**config.mk**
```make
export PLATFORM = sky130hd
export DESIGN_NAME = vga_sync_gen
export DESIGN_NICKNAME = d
export VERILOG_FILES = /design/src/rtl/vga_sync_gen.sv
export SDC_FILE = /design/constraint.sdc
export NUM_CORES = 1
export LEC_CHECK = 0
export ABC_AREA = 0
export ABC_CLOCK_PERIOD_IN_PS = 2330
export BUFFER_PORTS_ARGS = -buffer_cell sky130_fd_sc_hd__buf_4
export CAP_MARGIN = 20
export CELL_PAD_IN_SITES_DETAIL_PLACEMENT = 0
export CELL_PAD_IN_SITES_GLOBAL_PLACEMENT = 2
export CORE_ASPECT_RATIO = 0.9
export CORE_MARGIN = 5
export CORE_UTILIZATION = 29
export CTS_BUF_LIST = sky130_fd_sc_hd__clkbuf_16
export DETAILED_ROUTE_END_ITERATION = 8
export PLACE_DENSITY = 0.88
export SLEW_MARGIN = 20
export SYNTH_ARGS = -nofsm -noshare
export SYNTH_HDL_FRONTEND = slang
export SYNTH_SLANG_ARGS = --single-unit
```
**constraint.sdc**
```tcl
create_clock -name CLK -period 2.33 [get_ports CLK]
set_input_delay 0.233 -clock CLK [delete_from_list [all_inputs] [get_ports CLK]]
set_output_delay 0.233 -clock CLK [all_outputs]
set_load 0.02 [all_outputs]
```
**src/rtl/vga_sync_gen.sv**
```systemverilog
// Pixel-timing generator for the 640x480 @ 60 Hz display path.
// Produces registered syncs, beam coordinates, display enable and line/frame strobes.
module vga_sync_gen #(
    parameter int unsigned H_VISIBLE = 640,
    parameter int unsigned H_FP      = 16,
    parameter int unsigned H_SYNC    = 96,
    parameter int unsigned H_BP      = 48,
    parameter int unsigned V_VISIBLE = 480,
    parameter int unsigned V_FP      = 10,
    parameter int unsigned V_SYNC    = 2,
    parameter int unsigned V_BP      = 33,
    parameter logic        SYNC_POL  = 1'b0
) (
    input  logic               CLK,
    input  logic               RST,
    input  logic               CE,
    output logic               HS,
    output logic               VS,
    output logic signed [10:0] x_VGA,
    output logic signed [10:0] y_VGA,
    output logic               de,
    output logic               line_end,
    output logic               frame_end
);

    localparam int unsigned H_TOTAL = H_VISIBLE + H_FP + H_SYNC + H_BP;
    localparam int unsigned V_TOTAL = V_VISIBLE + V_FP + V_SYNC + V_BP;

    localparam logic [10:0] H_LAST   = 11'(H_TOTAL - 1);
    localparam logic [10:0] V_LAST   = 11'(V_TOTAL - 1);
    localparam logic [10:0] H_VIS    = 11'(H_VISIBLE);
    localparam logic [10:0] V_VIS    = 11'(V_VISIBLE);
    localparam logic [10:0] HS_FIRST = 11'(H_VISIBLE + H_FP);
    localparam logic [10:0] HS_LAST  = 11'(H_VISIBLE + H_FP + H_SYNC - 1);
    localparam logic [10:0] VS_FIRST = 11'(V_VISIBLE + V_FP);
    localparam logic [10:0] VS_LAST  = 11'(V_VISIBLE + V_FP + V_SYNC - 1);

    // (0,0) is inside the visible area whenever there is any visible area at all.
    localparam logic DE_RST = 1'((H_VISIBLE > 0) && (V_VISIBLE > 0));

    logic [10:0] x_q, x_d;
    logic [10:0] y_q, y_d;
    logic        hs_q, hs_d;
    logic        vs_q, vs_d;
    logic        de_q, de_d;
    logic        line_end_q, line_end_d;
    logic        frame_end_q, frame_end_d;
    logic        x_wrap;

    assign x_wrap = (x_q == H_LAST);

    always_comb begin
        x_d = x_q;
        y_d = y_q;
        if (CE) begin
            if (x_wrap) begin
                x_d = '0;
                y_d = (y_q == V_LAST) ? '0 : y_q + 11'd1;
            end else begin
                x_d = x_q + 11'd1;
            end
        end
    end

    // Flags decode the next-state counters so they land in the same cycle as the
    // coordinates; with CE=0 the counters hold and so do the flags.
    always_comb begin
        hs_d        = ~SYNC_POL;
        vs_d        = ~SYNC_POL;
        de_d        = 1'b0;
        line_end_d  = 1'b0;
        frame_end_d = 1'b0;
        if ((x_d >= HS_FIRST) && (x_d <= HS_LAST)) begin
            hs_d = SYNC_POL;
        end
        if ((y_d >= VS_FIRST) && (y_d <= VS_LAST)) begin
            vs_d = SYNC_POL;
        end
        de_d        = (x_d < H_VIS) && (y_d < V_VIS);
        line_end_d  = (x_d == H_LAST);
        frame_end_d = line_end_d && (y_d == V_LAST);
    end

    always_ff @(posedge CLK) begin
        if (RST) begin
            x_q         <= '0;
            y_q         <= '0;
            hs_q        <= ~SYNC_POL;
            vs_q        <= ~SYNC_POL;
            de_q        <= DE_RST;
            line_end_q  <= 1'b0;
            frame_end_q <= 1'b0;
        end else begin
            x_q         <= x_d;
            y_q         <= y_d;
            hs_q        <= hs_d;
            vs_q        <= vs_d;
            de_q        <= de_d;
            line_end_q  <= line_end_d;
            frame_end_q <= frame_end_d;
        end
    end

    assign x_VGA     = $signed(x_q);
    assign y_VGA     = $signed(y_q);
    assign HS        = hs_q;
    assign VS        = vs_q;
    assign de        = de_q;
    assign line_end  = line_end_q;
    assign frame_end = frame_end_q;

endmodule

```
==> results.sh, run 1 <==
export IMPL_outcome="finished, violations left"
export IMPL_violations="negative setup slack"
export IMPL_globalplace_congestion=0.8599
export IMPL_clk_pin_slew_ns=0.07
export IMPL_drt_iter0_drc=119
export IMPL_fin_ws_ns=-0.1808
export IMPL_p_per_area_mw_per_mm2=390.0
export IMPL_max_layer_used="met4"
export IMPL_hpwl_um=3389
export IMPL_vias=1646
export IMPL_cts_tree="yes"
export IMPL_synth_seq_area_share=0.3372
export IMPL_holdPathStages=3
export IMPL_avgRoutedWirePerCell_um=14.37
export IMPL_pre_cts_ws_ns=-0.2153
export IMPL_port_buffer_count=29
export IMPL_worst_path_largest_cell_delay_ns=0.59
export IMPL_worst_slew_pin_transition_ns=0.4044
export IMPL_number_of_remaining_drc_errors=0
export IMPL_filler_cell_count=552
export IMPL_detailed_route_wirelength_on_metal3_um=265
export IMPL_wirelength_met1_um=2231
export IMPL_critical_path_cell_chain="or4_4 -> or4_4 -> o21ai_2 -> o211ai_1 -> buf_4 -> nor4_4 -> nand4b_1"
export IMPL_startpoint_type="register"
export IMPL_layout_cells_most_common_list="sky130_fd_sc_hd__buf_4 (63), sky130_fd_sc_hd__dfxtp_1 (25), sky130_fd_sc_hd__nor2_1 (22)"
export IMPL_clock_root_buffer="sky130_fd_sc_hd__clkbuf_16"
export IMPL_synth_edff_count=0
export IMPL_synthDistinctLibCells=40
export IMPL_layout_cells_non_filler=323
export IMPL_worst_skew_pair_late_latency_ns=0.26
export IMPL_floorplan_die_area_sq_mm=0.007116
export IMPL_routed_via_count_divided_by_cell_count=5.096
export IMPL_placement_rows=25
export IMPL_path_max_fanout=5
export IMPL_setup_worst_path_class="register to register"
export IMPL_number_of_levels_the_h_tree_was_split_into=1
export IMPL_timing_critical_path_max_delay_family="simple AND/OR/NAND/NOR gates"
export IMPL_mappedNetlistNets=205
export IMPL_timing_setup_tns_ns=-0.2780
export IMPL_period_minus_ws_final_ns=2.511
export IMPL_fin_crit_sh=1.078
export IMPL_fp_dieW_um=88.37
export IMPL_fraction_of_layout_cells_with_a_size_suffix_above_1=0.3477
export IMPL_max_vdd_ir_drop_v=0.0002848
export IMPL_antennaDiodeCount=0
export IMPL_post_place_cells=315
export IMPL_route_final_wire_length_um=4640
export IMPL_max_freq_mhz=398.3
export IMPL_globalRouteTotalUtil=0.1343
export IMPL_antenna_found_initial=0
export IMPL_hold_violations=0
export IMPL_final_common_cell="sky130_fd_sc_hd__buf_4"
export IMPL_reg2regPathDepth=7
export IMPL_crit_slowest_cell="sky130_fd_sc_hd__or4_4"
export IMPL_power_leakage_nw=0.9122
export IMPL_cp_required_ns=2.45
export IMPL_synth_seq_cells=27
export IMPL_worst_clock_skew_ns=0.004726
export IMPL_worstHoldPathType="primary input to register"
export IMPL_setup_repair_after_global_routing_missed_its_margin="yes"
export IMPL_layout_nets=263
export IMPL_cts_sinks=27
export IMPL_grt_overflow_total=0
export IMPL_avgSynthCellArea_sq_um=8.054
export IMPL_critPathArrivalTime_ns=2.63
export IMPL_grt_pass1_vias=1526
export IMPL_drt_pre_antenna_iters=4
export IMPL_holdWs_ns=0.3170
export IMPL_final_max_slew_viol_count=0
export IMPL_clock_path_buffers=2
export IMPL_postSynth_asyncResetShare=0
export IMPL_synthCells=199
export IMPL_number_of_buffers_created_by_cts=3
export IMPL_worst_slew_margin_rel=0.7304
export IMPL_postRouteAntennaNets=0
export IMPL_initial_core_utilization=0.3014
export IMPL_main_flop_type_after_synthesis="sky130_fd_sc_hd__dfxtp_1"
export IMPL_max_cap_viol_count=0
export IMPL_grt_first_pass_wirelength_um=7596
export IMPL_mappedNetlistArea_sq_mm=0.001603
export IMPL_area_growth_synth_to_final_pct=43.79
export IMPL_worst_path_buf_inv=1
export IMPL_largest_net_degree_at_the_start_of_global_routing=25
export IMPL_timing_final_setup_violations=3
export IMPL_placeableCoreArea_sq_mm=0.005318
export IMPL_die_height_um=80.53
export IMPL_cp_depth=7
export IMPL_yosysWarningCount=0
export IMPL_critical_path_most_common_cell="sky130_fd_sc_hd__or4_4"
export IMPL_met2_routed_wl_um=2109
export IMPL_pin_count=30
export IMPL_critical_path_endpoint_type="register"
area by class of cell:
cell class                 count  area [sq um]  area share
inverter                       5         18.77    0.008143
clock buffer                   3         75.07     0.03257
tap                           67         83.83     0.03637
clock inverter                 1         5.005    0.002172
multi-input combinational    154          1070      0.4642
timing repair buffer          66         506.7      0.2199
sequential                    27         545.5      0.2367
stage by stage:
stage | utilization | cell area, sq um | power, W
after floorplan | - | 1624 | 0.0004982
after global placement | 0.3953 | 2102 | 0.0005171
after detailed placement | 0.3953 | 2102 | 0.0005179
after CTS | 0.4176 | 2221 | 0.0009136
after global routing | 0.4334 | 2305 | 0.0009363
final | 0.4334 | 2305 | 0.0008988
sequential cells by signal (all words and copies together), names as in the netlist:
name       flops
x_VGA         11
y_VGA         11
HS             1
VS             1
de             1
frame_end      1
line_end       1
layer usage:
layer,global-route usage,vias to the layer above
met1,0.1949,775
met4,0.02266,0
met3,0.02462,2
met2,0.2078,45
met5,0,-
li1,-,824
power breakdown:
part	switching, W	total [W]	internal [W]
Sequential	0.00000206	0.000466	0.000464
Clock	0.000160	0.000392	0.000232
Combinational	0.0000243	0.0000414	0.0000171
cells by family after synthesis:
kind of cell               synth area share
muxes                               0.01874
DFF                                  0.3372
adders and majority gates           0.02342
AOI/OAI and AO/OA                    0.1179
buffers and inverters               0.05387
and+or+nand+nor                      0.3560
xor gates and xnor gates            0.09290
synthesized netlist by cell type (2+ instances only):
master	number	area, sq um
sky130_fd_sc_hd__nand4b_1	2	17.52
sky130_fd_sc_hd__dfxtp_1	27	540.5
sky130_fd_sc_hd__ha_1	3	37.54
sky130_fd_sc_hd__and2_1	2	12.51
sky130_fd_sc_hd__o32ai_1	2	17.52
sky130_fd_sc_hd__nor4b_1	2	17.52
sky130_fd_sc_hd__or3_1	4	25.02
sky130_fd_sc_hd__a211oi_1	3	22.52
sky130_fd_sc_hd__xor2_1	8	70.07
sky130_fd_sc_hd__nand3_1	12	60.06
sky130_fd_sc_hd__or4_4	2	22.52
sky130_fd_sc_hd__and4_1	4	35.03
sky130_fd_sc_hd__nor3_1	12	60.06
sky130_fd_sc_hd__o21ai_0	5	25.02
sky130_fd_sc_hd__nand2b_1	5	31.28
sky130_fd_sc_hd__clkbuf_1	10	37.54
sky130_fd_sc_hd__xnor2_1	9	78.83
sky130_fd_sc_hd__nor2b_1	4	25.02
sky130_fd_sc_hd__inv_1	5	18.77
sky130_fd_sc_hd__and3_1	2	12.51
sky130_fd_sc_hd__nor2_1	22	82.58
sky130_fd_sc_hd__nor4_1	7	43.79
sky130_fd_sc_hd__buf_6	2	22.52
sky130_fd_sc_hd__mux2i_1	3	30.03
sky130_fd_sc_hd__nand2_1	19	71.32
sky130_fd_sc_hd__nand4_1	2	12.51
sky130_fd_sc_hd__a21oi_1	8	40.04
worst min-delay path: cells and delay by family:
family / cells / cell delay [ns]
simple gates: 1 / 0.04
buf+inv: 1 / 0.14
xor+xnor: 1 / 0.12
timing repair:
action / CTS / global route
buffers inserted: 1 / 3
pin swaps: 8 / 9
endpoints found under the setup margin: 3 / 5
hold buffers: 0 / 0
endpoints found under the hold margin: 0 / 0
resized for setup: 8 / 11
path summary, 6_finish.rpt:
check                           slack (ns)        to     start
worst max-delay path                 -0.18        VS  x_VGA[6]
worst min-delay path                  0.32  x_VGA[0]        CE
worst min register to register        0.57  x_VGA[2]  x_VGA[2]
worst max register to register       -0.18        VS  x_VGA[6]
Note: power is estimated with default switching activity, not from simulation.
==> run 2: changes to the inputs <==
==> constraint.sdc (replaced) <==
create_clock -name CLK -period 2.33 [get_ports CLK]
set_input_delay 0.699 -clock CLK [delete_from_list [all_inputs] [get_ports CLK]]
set_output_delay 0.699 -clock CLK [all_outputs]
set_load 0.02 [all_outputs]
==> run 2 against run 1 <==
Net effect: the flow still finishes with violations (negative setup slack); routed wire length is 0.63% higher; clock-buffer cell count unchanged; first-iteration DRC count down 8.4%; clock power decreased by 3%; maximum frequency up 4.6%; flip-flop and latch count unchanged; worst hold slack improved by 0.31 ns; utilization grew 0.64 points; non-clock buffer count is 4 higher; clock skew decreased by 0.0015 ns; sequential share of layout area is 0.34 points lower; largest cell class unchanged.
==> results.sh, run 2 (same netlist as run 1, synthesis figures left out) <==
export IMPL_outcome="finished, violations left"
export IMPL_violations="negative setup slack"
export IMPL_startpoint_type="register"
export IMPL_cts_sinks=27
export IMPL_reg2regPathDepth=6
export IMPL_setup_reg_to_reg_worst_slack_ns=-0.07
export IMPL_fraction_of_layout_cells_with_a_size_suffix_above_1=0.3538
export IMPL_antennaDiodeCount=0
export IMPL_worst_slew_margin_rel=0.7005
export IMPL_path_max_fanout=5
export IMPL_placement_rows=25
export IMPL_fin_ws_ns=-0.07055
export IMPL_final_common_cell="sky130_fd_sc_hd__buf_4"
export IMPL_max_freq_mhz=416.6
export IMPL_port_buffer_count=29
export IMPL_vias=1629
export IMPL_setup_repair_after_global_routing_missed_its_margin="yes"
export IMPL_pin_count=30
export IMPL_period_minus_ws_final_ns=2.401
export IMPL_finalPower_w=0.0008920
export IMPL_max_cap_viol_count=0
export IMPL_p_per_area_mw_per_mm2=381.4
export IMPL_worstHoldPathType="register to register"
export IMPL_clk_pin_slew_ns=0.06
export IMPL_cts_hold_repair_buffers=0
export IMPL_fp_dieW_um=88.37
export IMPL_timing_setup_tns_ns=-0.1387
export IMPL_routed_via_count_divided_by_cell_count=4.982
export IMPL_globalRouteTotalUtil=0.1421
export IMPL_number_of_remaining_drc_errors=0
export IMPL_cts_tree="yes"
export IMPL_drt_iter0_drc=109
export IMPL_r2r_end="de"
export IMPL_layout_cells_most_common_list="sky130_fd_sc_hd__buf_4 (69), sky130_fd_sc_hd__dfxtp_1 (25), sky130_fd_sc_hd__nor2_1 (22)"
export IMPL_placeableCoreArea_sq_mm=0.005318
export IMPL_clock_path_buffers=2
export IMPL_max_vdd_ir_drop_v=0.0003527
export IMPL_critPathArrivalTime_ns=2.55
export IMPL_drt_pre_antenna_iters=4
export IMPL_grt_first_pass_wirelength_um=7962
export IMPL_crit_start="x_VGA[6]"
export IMPL_grt_pass1_vias=1597
export IMPL_area_growth_synth_to_final_pct=45.90
export IMPL_route_final_wire_length_um=4669
export IMPL_postRouteAntennaNets=0
export IMPL_number_of_buffers_created_by_cts=3
export IMPL_pre_cts_ws_ns=-0.1863
export IMPL_avgRoutedWirePerCell_um=14.28
export IMPL_fin_crit_sh=1.030
export IMPL_floorplan_die_area_sq_mm=0.007116
export IMPL_critical_path_endpoint_type="register"
export IMPL_worst_skew_pair_late_latency_ns=0.26
export IMPL_globalplace_congestion=0.8332
export IMPL_initial_core_utilization=0.3014
export IMPL_hpwl_um=3508
export IMPL_r2r_start="x_VGA[6]"
export IMPL_final_max_slew_viol_count=0
export IMPL_clock_root_buffer="sky130_fd_sc_hd__clkbuf_16"
export IMPL_die_height_um=80.53
export IMPL_cp_required_ns=2.48
export IMPL_hold_violations=0
export IMPL_setup_worst_path_class="register to register"
export IMPL_worst_clock_skew_ns=0.003223
export IMPL_worst_slew_pin_transition_ns=0.4492
export IMPL_holdWs_ns=0.6223
export IMPL_largest_net_degree_at_the_start_of_global_routing=25
export IMPL_worst_setup_path_endpoint="de"
export IMPL_number_of_levels_the_h_tree_was_split_into=1
export IMPL_grt_overflow_total=0
export IMPL_timing_final_setup_violations=3
export IMPL_layout_nets=267
export IMPL_antenna_found_initial=0
export IMPL_power_leakage_nw=0.9057
==> run 2: layout make-up <==
class                   count  area [sq um]
fillers                   554          2979
multi-input cells         154          1079
flip-flops and latches     27         545.5
repair buffers             70         533.0
well taps                  67         83.83
clock buffers               3         75.07
inverters                   5         18.77
clock inverters             1         3.754
==> run 2: worst max-delay path, stage by stage (launching register included) <==
cell                      delay (ns)
sky130_fd_sc_hd__dfxtp_4        0.34
sky130_fd_sc_hd__or4_4          0.55
sky130_fd_sc_hd__or4_4          0.59
sky130_fd_sc_hd__or3_4          0.35
sky130_fd_sc_hd__and2_1         0.15
sky130_fd_sc_hd__nor2b_1        0.12
sky130_fd_sc_hd__a41o_1         0.20
==> run 2: worst min-delay path by stage <==
stage,cells past startpoint,slack [ns],start,end
6_report,3,0.62,x_VGA[1],x_VGA[1]
5_1_grt,3,0.66,x_VGA[1],x_VGA[1]
4_1_cts,3,0.63,x_VGA[1],x_VGA[1]
3_5_place_dp,2,0.62,x_VGA[3],x_VGA[3]
3_3_place_gp,2,0.59,x_VGA[3],x_VGA[3]
2_1_floorplan,2,0.59,x_VGA[1],x_VGA[1]
==> run 2: per-stage QoR <==
stage / utilization / cell area [sq um] / std cells
floorplan: - / 1650 / 199
global placement: 0.4052 / 2155 / 319
detailed placement: 0.4052 / 2155 / 319
CTS: 0.4266 / 2268 / 325
global route: 0.4398 / 2338 / 327
finish: 0.4398 / 2338 / 327
==> run 2: per-layer routing <==
metal,global-route usage,wire (um),up-vias
li1,-,-,835
met5,0,0,-
met3,0.02462,239,2
met4,0.03323,36,0
met2,0.2055,1986,33
met1,0.2151,2407,759
==> run 2: repair_timing <==
action,in CTS,in global routing
pin swaps,2,9
buffers inserted,2,2
gates resized for setup,5,10
endpoints found under the setup margin,3,4
endpoints found under the hold margin,0,0
cloned,0,0
==> run 2: report_power, final <==
part | leakage [nW] | total, W | internal [W] | switching [W]
Sequential | 0.219 | 0.000466 | 0.000464 | 0.00000188
Combinational | 0.644 | 0.0000449 | 0.0000192 | 0.0000257
Clock | 0.0423 | 0.000382 | 0.000230 | 0.000152
Total | 0.906 | 0.000892 | 0.000712 | 0.000180
